## src/rtl/mac_result_drain_if.sv

```systemverilog
// Result stream between mac_result_drain and the downstream sink.
// master drives the FIFO head and valid; slave returns ready.
interface mac_result_drain_if #(
  parameter int OUT_W = 16
);
  logic [OUT_W-1:0] out_data;
  logic             out_sat;
  logic             out_valid;
  logic             out_ready;

  modport master (
    output out_data,
    output out_sat,
    output out_valid,
    input  out_ready
  );

  modport slave (
    input  out_data,
    input  out_sat,
    input  out_valid,
    output out_ready
  );
endinterface

```

## src/rtl/mac_result_drain.sv

```systemverilog
// Sequences LEN-step dot-product frames into the mac accumulator, then rounds,
// saturates and queues each 40-bit result onto a 16-bit valid/ready stream.
module mac_result_drain #(
  parameter int ACC_W      = 40,
  parameter int OUT_W      = 16,
  parameter int FRAC_SHIFT = 8,
  parameter int LEN_W      = 8,
  parameter int FIFO_DEPTH = 4
) (
  input  logic                clk,
  input  logic                reset,
  input  logic                enable,
  input  logic [LEN_W-1:0]    len,
  input  logic                mac_step,
  input  logic [ACC_W-1:0]    acc_in,
  output logic                in_ready,
  output logic                mac_clr,
  output logic                busy,
  mac_result_drain_if.master  res
);

  localparam logic [2:0] IDLE    = 3'd0;
  localparam logic [2:0] CLEAR   = 3'd1;
  localparam logic [2:0] COUNT   = 3'd2;
  localparam logic [2:0] SETTLE  = 3'd3;
  localparam logic [2:0] CAPTURE = 3'd4;

  localparam int PTR_W = $clog2(FIFO_DEPTH);
  localparam logic [PTR_W:0] DEPTH_C = (PTR_W+1)'(FIFO_DEPTH);

  localparam logic signed [ACC_W:0] ONE  = {{ACC_W{1'b0}}, 1'b1};
  localparam logic signed [ACC_W:0] HALF = ONE <<< (FRAC_SHIFT - 1);
  localparam logic signed [ACC_W:0] SMAX = (ONE <<< (OUT_W - 1)) - ONE;
  localparam logic signed [ACC_W:0] SMIN = '0 - (ONE <<< (OUT_W - 1));

  logic [2:0]        state;
  logic [LEN_W-1:0]  len_q;
  logic [LEN_W-1:0]  cnt;

  logic              push;
  logic              pop;
  logic              push_ok;
  logic [PTR_W-1:0]  wr_ptr;
  logic [PTR_W-1:0]  rd_ptr;
  logic [PTR_W:0]    count;
  logic [OUT_W-1:0]  mem_data [FIFO_DEPTH];
  logic              mem_sat  [FIFO_DEPTH];

  logic signed [ACC_W:0] rnd;
  logic signed [ACC_W:0] shf;
  logic [OUT_W-1:0]      res_data;
  logic                  res_sat;

  // Round half up, then clamp to the signed output range
  always_comb begin
    rnd      = $signed({acc_in[ACC_W-1], acc_in}) + HALF;
    shf      = rnd >>> FRAC_SHIFT;
    res_data = shf[OUT_W-1:0];
    res_sat  = 1'b0;
    if (shf > SMAX) begin
      res_data = {1'b0, {(OUT_W-1){1'b1}}};
      res_sat  = 1'b1;
    end else if (shf < SMIN) begin
      res_data = {1'b1, {(OUT_W-1){1'b0}}};
      res_sat  = 1'b1;
    end
  end

  assign pop     = res.out_valid & res.out_ready;
  assign push_ok = (count < DEPTH_C) | pop;
  assign push    = (state == CAPTURE) & push_ok;

  // len_q - 1 wraps to all-ones for len==0, giving a 2**LEN_W step frame
  always_ff @(posedge clk or negedge reset) begin
    if (!reset) begin
      state <= IDLE;
      len_q <= '0;
      cnt   <= '0;
    end else begin
      case (state)
        IDLE: begin
          if (enable) state <= CLEAR;
        end
        CLEAR: begin
          len_q <= len;
          cnt   <= '0;
          state <= COUNT;
        end
        COUNT: begin
          if (mac_step) begin
            cnt <= cnt + 1'b1;
            if (cnt == len_q - 1'b1) state <= SETTLE;
          end
        end
        SETTLE: begin
          state <= CAPTURE;
        end
        CAPTURE: begin
          if (push_ok) state <= enable ? CLEAR : IDLE;
        end
        default: begin
          state <= IDLE;
        end
      endcase
    end
  end

  always_ff @(posedge clk or negedge reset) begin
    if (!reset) begin
      wr_ptr <= '0;
      rd_ptr <= '0;
      count  <= '0;
    end else begin
      if (push) wr_ptr <= wr_ptr + 1'b1;
      if (pop)  rd_ptr <= rd_ptr + 1'b1;
      case ({push, pop})
        2'b10:   count <= count + 1'b1;
        2'b01:   count <= count - 1'b1;
        default: count <= count;
      endcase
    end
  end

  always_ff @(posedge clk) begin
    if (push) begin
      mem_data[wr_ptr] <= res_data;
      mem_sat[wr_ptr]  <= res_sat;
    end
  end

  assign in_ready      = (state == COUNT);
  assign mac_clr       = (state == CLEAR);
  assign busy          = (state != IDLE);
  assign res.out_valid = (count != '0);
  assign res.out_data  = res.out_valid ? mem_data[rd_ptr] : '0;
  assign res.out_sat   = res.out_valid ? mem_sat[rd_ptr]  : 1'b0;

endmodule

```

## src/flat_wrapper.sv

```systemverilog
// flat-port wrapper written by rule: the top's interface ports become plain ports
module mac_result_drain_flat 
#(
  parameter int ACC_W      = 40,
  parameter int OUT_W      = 16,
  parameter int FRAC_SHIFT = 8,
  parameter int LEN_W      = 8,
  parameter int FIFO_DEPTH = 4
)
  (clk, reset, enable, len, mac_step, acc_in, in_ready, mac_clr, busy, res_out_data, res_out_sat, res_out_valid, res_out_ready);
  mac_result_drain_if #(.OUT_W(OUT_W)) res_i ();
  input  logic clk;
  input  logic reset;
  input  logic enable;
  input  logic [LEN_W-1:0] len;
  input  logic mac_step;
  input  logic [ACC_W-1:0] acc_in;
  output logic in_ready;
  output logic mac_clr;
  output logic busy;
  output wire logic [$bits(res_i.out_data)-1:0] res_out_data;
  output wire logic [$bits(res_i.out_sat)-1:0] res_out_sat;
  output wire logic [$bits(res_i.out_valid)-1:0] res_out_valid;
  input wire logic [$bits(res_i.out_ready)-1:0] res_out_ready;
  assign res_out_data = res_i.out_data;
  assign res_out_sat = res_i.out_sat;
  assign res_out_valid = res_i.out_valid;
  assign res_i.out_ready = res_out_ready;
  mac_result_drain #(.ACC_W(ACC_W), .OUT_W(OUT_W), .FRAC_SHIFT(FRAC_SHIFT), .LEN_W(LEN_W), .FIFO_DEPTH(FIFO_DEPTH)) u_core (.clk(clk), .reset(reset), .enable(enable), .len(len), .mac_step(mac_step), .acc_in(acc_in), .in_ready(in_ready), .mac_clr(mac_clr), .busy(busy), .res(res_i));
endmodule
```

## config.mk

```make
export PLATFORM = sky130hd
export DESIGN_NAME = mac_result_drain_flat
export DESIGN_NICKNAME = d
export VERILOG_FILES = /design/src/rtl/mac_result_drain_if.sv /design/src/rtl/mac_result_drain.sv /design/src/flat_wrapper.sv
export SDC_FILE = /design/constraint.sdc
export NUM_CORES = 1
export LEC_CHECK = 0
export BUFFER_PORTS_ARGS = -buffer_cell sky130_fd_sc_hd__buf_2
export CAP_MARGIN = 20
export CORE_MARGIN = 2
export CORE_UTILIZATION = 52
export DETAILED_ROUTE_END_ITERATION = 6
export GPL_TIMING_DRIVEN = 0
export PLACE_DENSITY = 0.86
export SLEW_MARGIN = 40
export SYNTH_ARGS = -nofsm -noshare
export SYNTH_HDL_FRONTEND = slang
export SYNTH_SLANG_ARGS = --single-unit
```

## constraint.sdc

```tcl
create_clock -name clk -period 2.67 [get_ports clk]
set_input_delay 0.534 -clock clk [delete_from_list [all_inputs] [get_ports clk]]
set_output_delay 0.534 -clock clk [all_outputs]
set_load 0.005 [all_outputs]
```

==> results of run 1 <==
## layout by cell type (no fill, tap or decap), types with 6 or more instances in the layout
master    netlist  routed
a22oi_2         9      15
nor4_4          0       6
xor2_1         19      19
ha_1            8       7
xnor2_1        21      20
edfxtp_1       68      68
nand3_1        19      15
and2_1         25      21
nor2_1         27      26
buf_6           2       9
buf_2           3      53
inv_1          14      14
nand4_1        15      15
o21ai_0        12      12
or3_1           6       6
clkbuf_8        0       9
a21oi_1         6       6
mux2_2          7       7
and3_1          7       7
mux4_2         17      17
nand2_1        27      26
dfrtp_1        26      25
buf_4           0      27
## final cells by class
| type | instances | area [um2] |
|---|---|---|
| fill | 714 | 3250 |
| sequential | 94 | 2700 |
| multi-input combinational | 297 | 2600 |
| timing repair buffer | 89 | 619 |
| tap | 133 | 166 |
| clock buffer | 9 | 124 |
| clock inverter | 7 | 123 |
| buffer | 17 | 96.3 |
| inverter | 14 | 52.6 |
## layer usage
layer  track usage  share of wire  vias up
li1              -              -     1811
met1         0.282           0.40     1909
met2         0.391           0.53      136
met3        0.0476          0.049       27
met4        0.0907          0.020        0
met5             0              0        -
## worst max-delay path: stages
cell     delay (ps)
buf_4           120
nand3_4          90
buf_4           150
buf_4           150
nor4_4          360
buf_4           190
buf_6           110
nand4_1          90
nor2b_1         130
o22ai_1         150
o31ai_4         390
buf_6           180
a22oi_2          90
## path summary, 6_finish.rpt
check	startpoint	to	slack [ps]	cells past startpoint
max	acc_in[14]	u_core.mem_data[0][4]	-9	13
min	reset	u_core.rd_ptr[1]	160	1
max in group asynchronous	reset	u_core.rd_ptr[0]	2070	1
min reg2reg	u_core.count[2]	u_core.count[2]	500	1
min in group clk	len[1]	u_core.len_q[1]	390	3
max reg2reg	u_core.count[0]	u_core.count[2]	410	9
## metrics by stage
step,cells,hold WS [ps],utilization,power [mW],TNS (ps)
2_1_floorplan,424,238,-,3.10,-2570
3_3_place_gp,619,471,0.588,3.57,-51440
3_5_place_dp,619,479,0.589,3.65,-53400
4_1_cts,646,161,0.633,4.77,0
5_1_grt,660,194,0.666,5.06,-1760
6_report,660,162,0.666,4.77,-27.4
## cell families after synthesis
family,Yosys count,share of synthesized area
adders and majority gates,9,0.0231
AOI/OAI and AO/OA,56,0.0866
and+or+nand+nor,167,0.187
muxes,25,0.0907
DFF,94,0.518
buffers and inverters,33,0.0274
xor gates and xnor gates,40,0.0673
## what timing repair did
action / 4_1_cts / 5_1_grt
gates cloned: 1 / 1
pin swaps: 12 / 16
resized for setup: 19 / 63
endpoints found under the setup margin: 82 / 72
buffers inserted: 12 / 13
## sequential cells by signal, indices dropped and copies added, names as in the netlist
| register | flops |
|---|---|
| u_core.wr_ptr | 2 |
| u_core.mem_sat | 4 |
| u_core.len_q | 8 |
| u_core.cnt | 8 |
| u_core.count | 3 |
| u_core.mem_data | 64 |
| u_core.rd_ptr | 2 |
| u_core.state | 3 |
## power groups by stage
| stage | Clock (mW) | Combinational, mW | Sequential [mW] |
|---|---|---|---|
| floorplan | 0 | 1.19 | 1.91 |
| global placement | 0 | 1.62 | 1.94 |
| detailed placement | 0 | 1.69 | 1.95 |
| CTS | 1.14 | 1.64 | 2.00 |
| global route | 1.20 | 1.82 | 2.04 |
| finish | 1.12 | 1.65 | 2.00 |
==> results.cfg, run 1 <==
[placed_design]
hpwl_um = 8400
place_area_um2 = 5730
gp_congestion = 0.901
port_buffers = 62
pre_cts_ws_ps = -828

[yosys]
ys_seq_area_frac = 0.518
synth.distinct_cells = 61
async_flop_share = 0.277
synth_cells = 424
synth_area_leaders = edfxtp_1 39%, dfrtp_1 13%, mux4_2 7.4%
ys_warn_count = 0
syn_area_um2 = 5200
syn_nets = 486
yosys.area.top_type = edfxtp_1
ys.flop_type = edfxtp_1
synth_most_common_cell = edfxtp_1
synth_edf_count = 68
synth-seq-cells = 94
syn_area_per_cell_um2 = 12.3
yosysTopAreaCellShare = 0.392
synth_common_cells = 68 x edfxtp_1, 27 x nand2_1, 27 x nor2_1

[hold_path]
hold_class = input pin to async pin

[timing]
finalHoldViolations = 0
relSlewSlack = 0.602
post-route-period-util = 1.00
min_period_ps = 2680
rsz0062_at_grt = true
layout_setup_ws_ps = -8.92
slew_violations = 0
tightest_slew_ps = 597
skew_ps = 7.82
max_freq_ghz = 0.373
finalSetupViolations = 8

[worst_setup_path]
endpoint_kind = flip-flop
crit_arrival_ps = 2750
worstPathMaxFanout = 5
critPathKind = input pin to flip-flop
critPathLaunchType = input pin
critPathRequiredTime_ps = 2740

[layout]
layout.nets = 584
antenna_cells = 0
final_cell_area_um2 = 6470
drive_above_1_share = 0.361
syn_to_final_growth_pct = 24.5

[die]
ios = 74
fp-row-count = 36
die_h_um = 104
die_x_um = 104
core_area_um2 = 9730
initial_core_util = 0.535
die-area_um2 = 10800

[outcome]
violations = setup timing
status = finished, violations left

[cts]
cts.sinks = 94
clockBufferDepth = 2
clk_pin_slew_ps = 90
cts-htree-levels = 3
clkLatencyLatePin_ps = 360
cts_root_buf = clkbuf_8
cts_tree = built
cts_buffers = 9
ctsHoldBuffers = 0

[power_and_ir_drop]
power_density_nw_per_um2 = 736
p_seq_frac = 0.419
p_int_mw = 3.28
p_sw_mw = 1.49
swShare = 0.312
comb_power_share = 0.346
p_clk_frac = 0.235
p_leak_nw = 2.41
ir_worst_vdd_uv = 375

[detailed_routing]
first_pass_iters = 5
routed_wl_um = 12100
drtIter0Drc = 206
drc = 0
drtAntennaViolNets = 0
vias_per_cell = 5.88
wl_per_cell_um = 18.3
vias = 3883

[global_routing]
grt_max_degree = 27
antenna_found_initial = 0
grt_pass1_wl_um = 19300
track_usage = 0.228
grt_pass1_vias = 3758
overflow = 0

[run]
drv_cap = 0
Note: power is estimated with default switching activity, not from simulation.
==> run 2: changes to the inputs <==
Settings changed: ABC_AREA set to 1.
==> results.cfg, run 2 <==
[global_routing]
grtUsageMet3 = 0.0383
grt_max_degree = 27
grt.busiest_layer = met2
overflow = 0
grt_pass1_wl_um = 21100
grt.met2_usage = 0.427
track_usage = 0.240
antenna_found_initial = 0
grt_use_met1 = 0.277
grt_pass1_vias = 4694

[layout]
drive_above_1_share = 0.166
largest-register = u_core.mem_data
syn_to_final_growth_pct = 15.0
num-fill-cells = 825
final_cell_area_um2 = 6150
reg.largest.list = u_core.mem_data: 64 flops, u_core.cnt: 8 flops, u_core.len_q: 8 flops
final_common_cell = nand2_1
antenna_cells = 0
register_area_um2 = 2690
largest_register_ffs = 64
final_cells = 870
multi_input_area_um2 = 2420
final_cell_mix = 170 x nand2_1, 136 x nor2_1, 68 x edfxtp_1
layout.nets = 792

[timing]
max_freq_ghz = 0.394
post-route-period-util = 0.950
tightest_slew_ps = 602
relSlewSlack = 0.599
rsz0062_at_grt = false
finalSetupViolations = 0
slew_violations = 0
finalHoldViolations = 0
skew_ps = 7.98
min_period_ps = 2540

[cts]
cts-htree-levels = 3
ctsHoldBuffers = 0
cts_tree = built
clockBufferDepth = 2
cts_root_buf = clkbuf_8
cts_buffers = 9
cts.sinks = 94
clk_pin_slew_ps = 100
clkLatencyLatePin_ps = 360

[worst_setup_path]
crit_arrival_ps = 2000
max_stage_delay_ps = 460
cp_top_family = buffers and inverters
critPathLaunchType = flip-flop
slowest_stage = clkbuf_1
critPathRequiredTime_ps = 2140
crit_buf_inv = 3
endpoint_kind = output port
worstPathMaxFanout = 10
critPathKind = flip-flop to output port
crit_chain = nor3_4, buf_4, clkbuf_1, a21oi_1, buf_2

[yosys]
synth.distinct_cells = 30
yosys.area.top_type = edfxtp_1
synth_edf_count = 68
synth_common_cells = 170 x nand2_1, 140 x nor2_1, 68 x edfxtp_1
synth_area_leaders = edfxtp_1 38%, dfrtp_1 12%, nand2_1 12%
synth-seq-cells = 94
synth_most_common_cell = nand2_1
syn_nets = 716
ys.flop_type = edfxtp_1
synth_cells = 654
ys_seq_area_frac = 0.504
syn_area_per_cell_um2 = 8.17
yosysTopAreaCellShare = 0.382
async_flop_share = 0.277
ys_warn_count = 0
syn_area_um2 = 5350

[detailed_routing]
drc = 0
first_pass_iters = 5
drtIter0Drc = 328
drtAntennaViolNets = 0
wl_per_cell_um = 14.8
vias_per_cell = 5.34
routed_wl_um = 12900
vias = 4643

[die]
die_h_um = 105
fp-row-count = 37
ios = 74
initial_core_util = 0.527
die_x_um = 105
core_area_um2 = 10100
die-area_um2 = 11100

[run]
drv_cap = 0

[placed_design]
port_buffers = 66
gp_congestion = 0.910
placed_cells = 856
hpwl_um = 9270
place_area_um2 = 5880

[outcome]
status = finished clean

[power_and_ir_drop]
p_leak_nw = 2.63
ir_worst_vdd_uv = 463
power_density_nw_per_um2 = 855

[hold_path]
hold_class = input pin to async pin
## run 2: where the power goes
group	switching (mW)	leakage [nW]	total, mW	internal (mW)
registers	0.219	0.934	2.00	1.78
logic	1.35	1.58	2.13	0.785
clock network	0.493	0.122	1.12	0.628
total	2.06	2.63	5.26	3.20
## run 2: kinds of logic (layout without fill, tap and decap cells)
logic type               count (synthesis)  in the layout  share of synthesized area
buffers and inverters                   71            151                     0.0527
AND/OR/NAND/NOR                        374            374                      0.298
adder cells (fa/ha/maj)                  9              9                     0.0225
AO/OA/AOI/OAI                           75             75                     0.0726
flip-flops                              94             94                      0.504
XOR/XNOR                                31             31                     0.0508
## run 2: final cells by class
cell class	count	share of cell area
clock inverter	6	0.0193
clock buffer	9	0.0201
sequential	94	0.438
tap	136	0.0277
buffer	12	0.0110
multi-input combinational	489	0.393
inverter	56	0.0344
timing repair buffer	68	0.0562
## run 2: repair_timing
action | 4_1_cts | 5_1_grt
pin swaps | 1 | 1
endpoints found under the setup margin | 16 | 10
setup buffers | 1 | 1
endpoints found under the hold margin | 0 | 0
resized for setup | 10 | 0
## run 2: worst reg2reg max path, cell delays in order (launching register included)
cell and delay (ps):
dfrtp_1 440, nor3_4 220, inv_1 80, nand2_1 120, inv_1 110, o211ai_4 200, ha_1 170, inv_1 70
fa_1 390, a21oi_1 170, o21ai_0 120, xor2_1 160
## run 2: path summary, 6_finish.rpt
check                           startpoint               end  slack, ps  cells after the start
hold reg to reg              u_core.cnt[7]     u_core.cnt[7]        500                      1
max in group asynchronous            reset  u_core.rd_ptr[1]       2070                      1
setup / recovery           u_core.count[1]  res_out_data[14]        130                      5
hold / removal                       reset     u_core.cnt[1]        170                      1
setup reg to reg           u_core.count[1]   u_core.count[2]        300                     11
min in group clk                    len[3]   u_core.len_q[3]        370                      3
## run 2: per-stage QoR
| stage | hold WS, ps | power (mW) | setup TNS (ps) | util | setup WS, ps |
|---|---|---|---|---|---|
| floorplan | 238 | 3.29 | 0 | - | 204 |
| global placement | 475 | 3.90 | -469 | 0.577 | -128 |
| detailed placement | 479 | 4.07 | -2990 | 0.580 | -567 |
| CTS | 178 | 5.24 | 0 | 0.606 | 42.9 |
| global route | 211 | 5.58 | 0 | 0.606 | 40.1 |
| finish | 173 | 5.26 | 0 | 0.606 | 134 |
## run 2: metal layers
layer | share of wire | vias to the layer above
li1 | - | 2256
met1 | 0.40 | 2157
met2 | 0.51 | 196
met3 | 0.057 | 34
met4 | 0.031 | 0
met5 | 0 | -
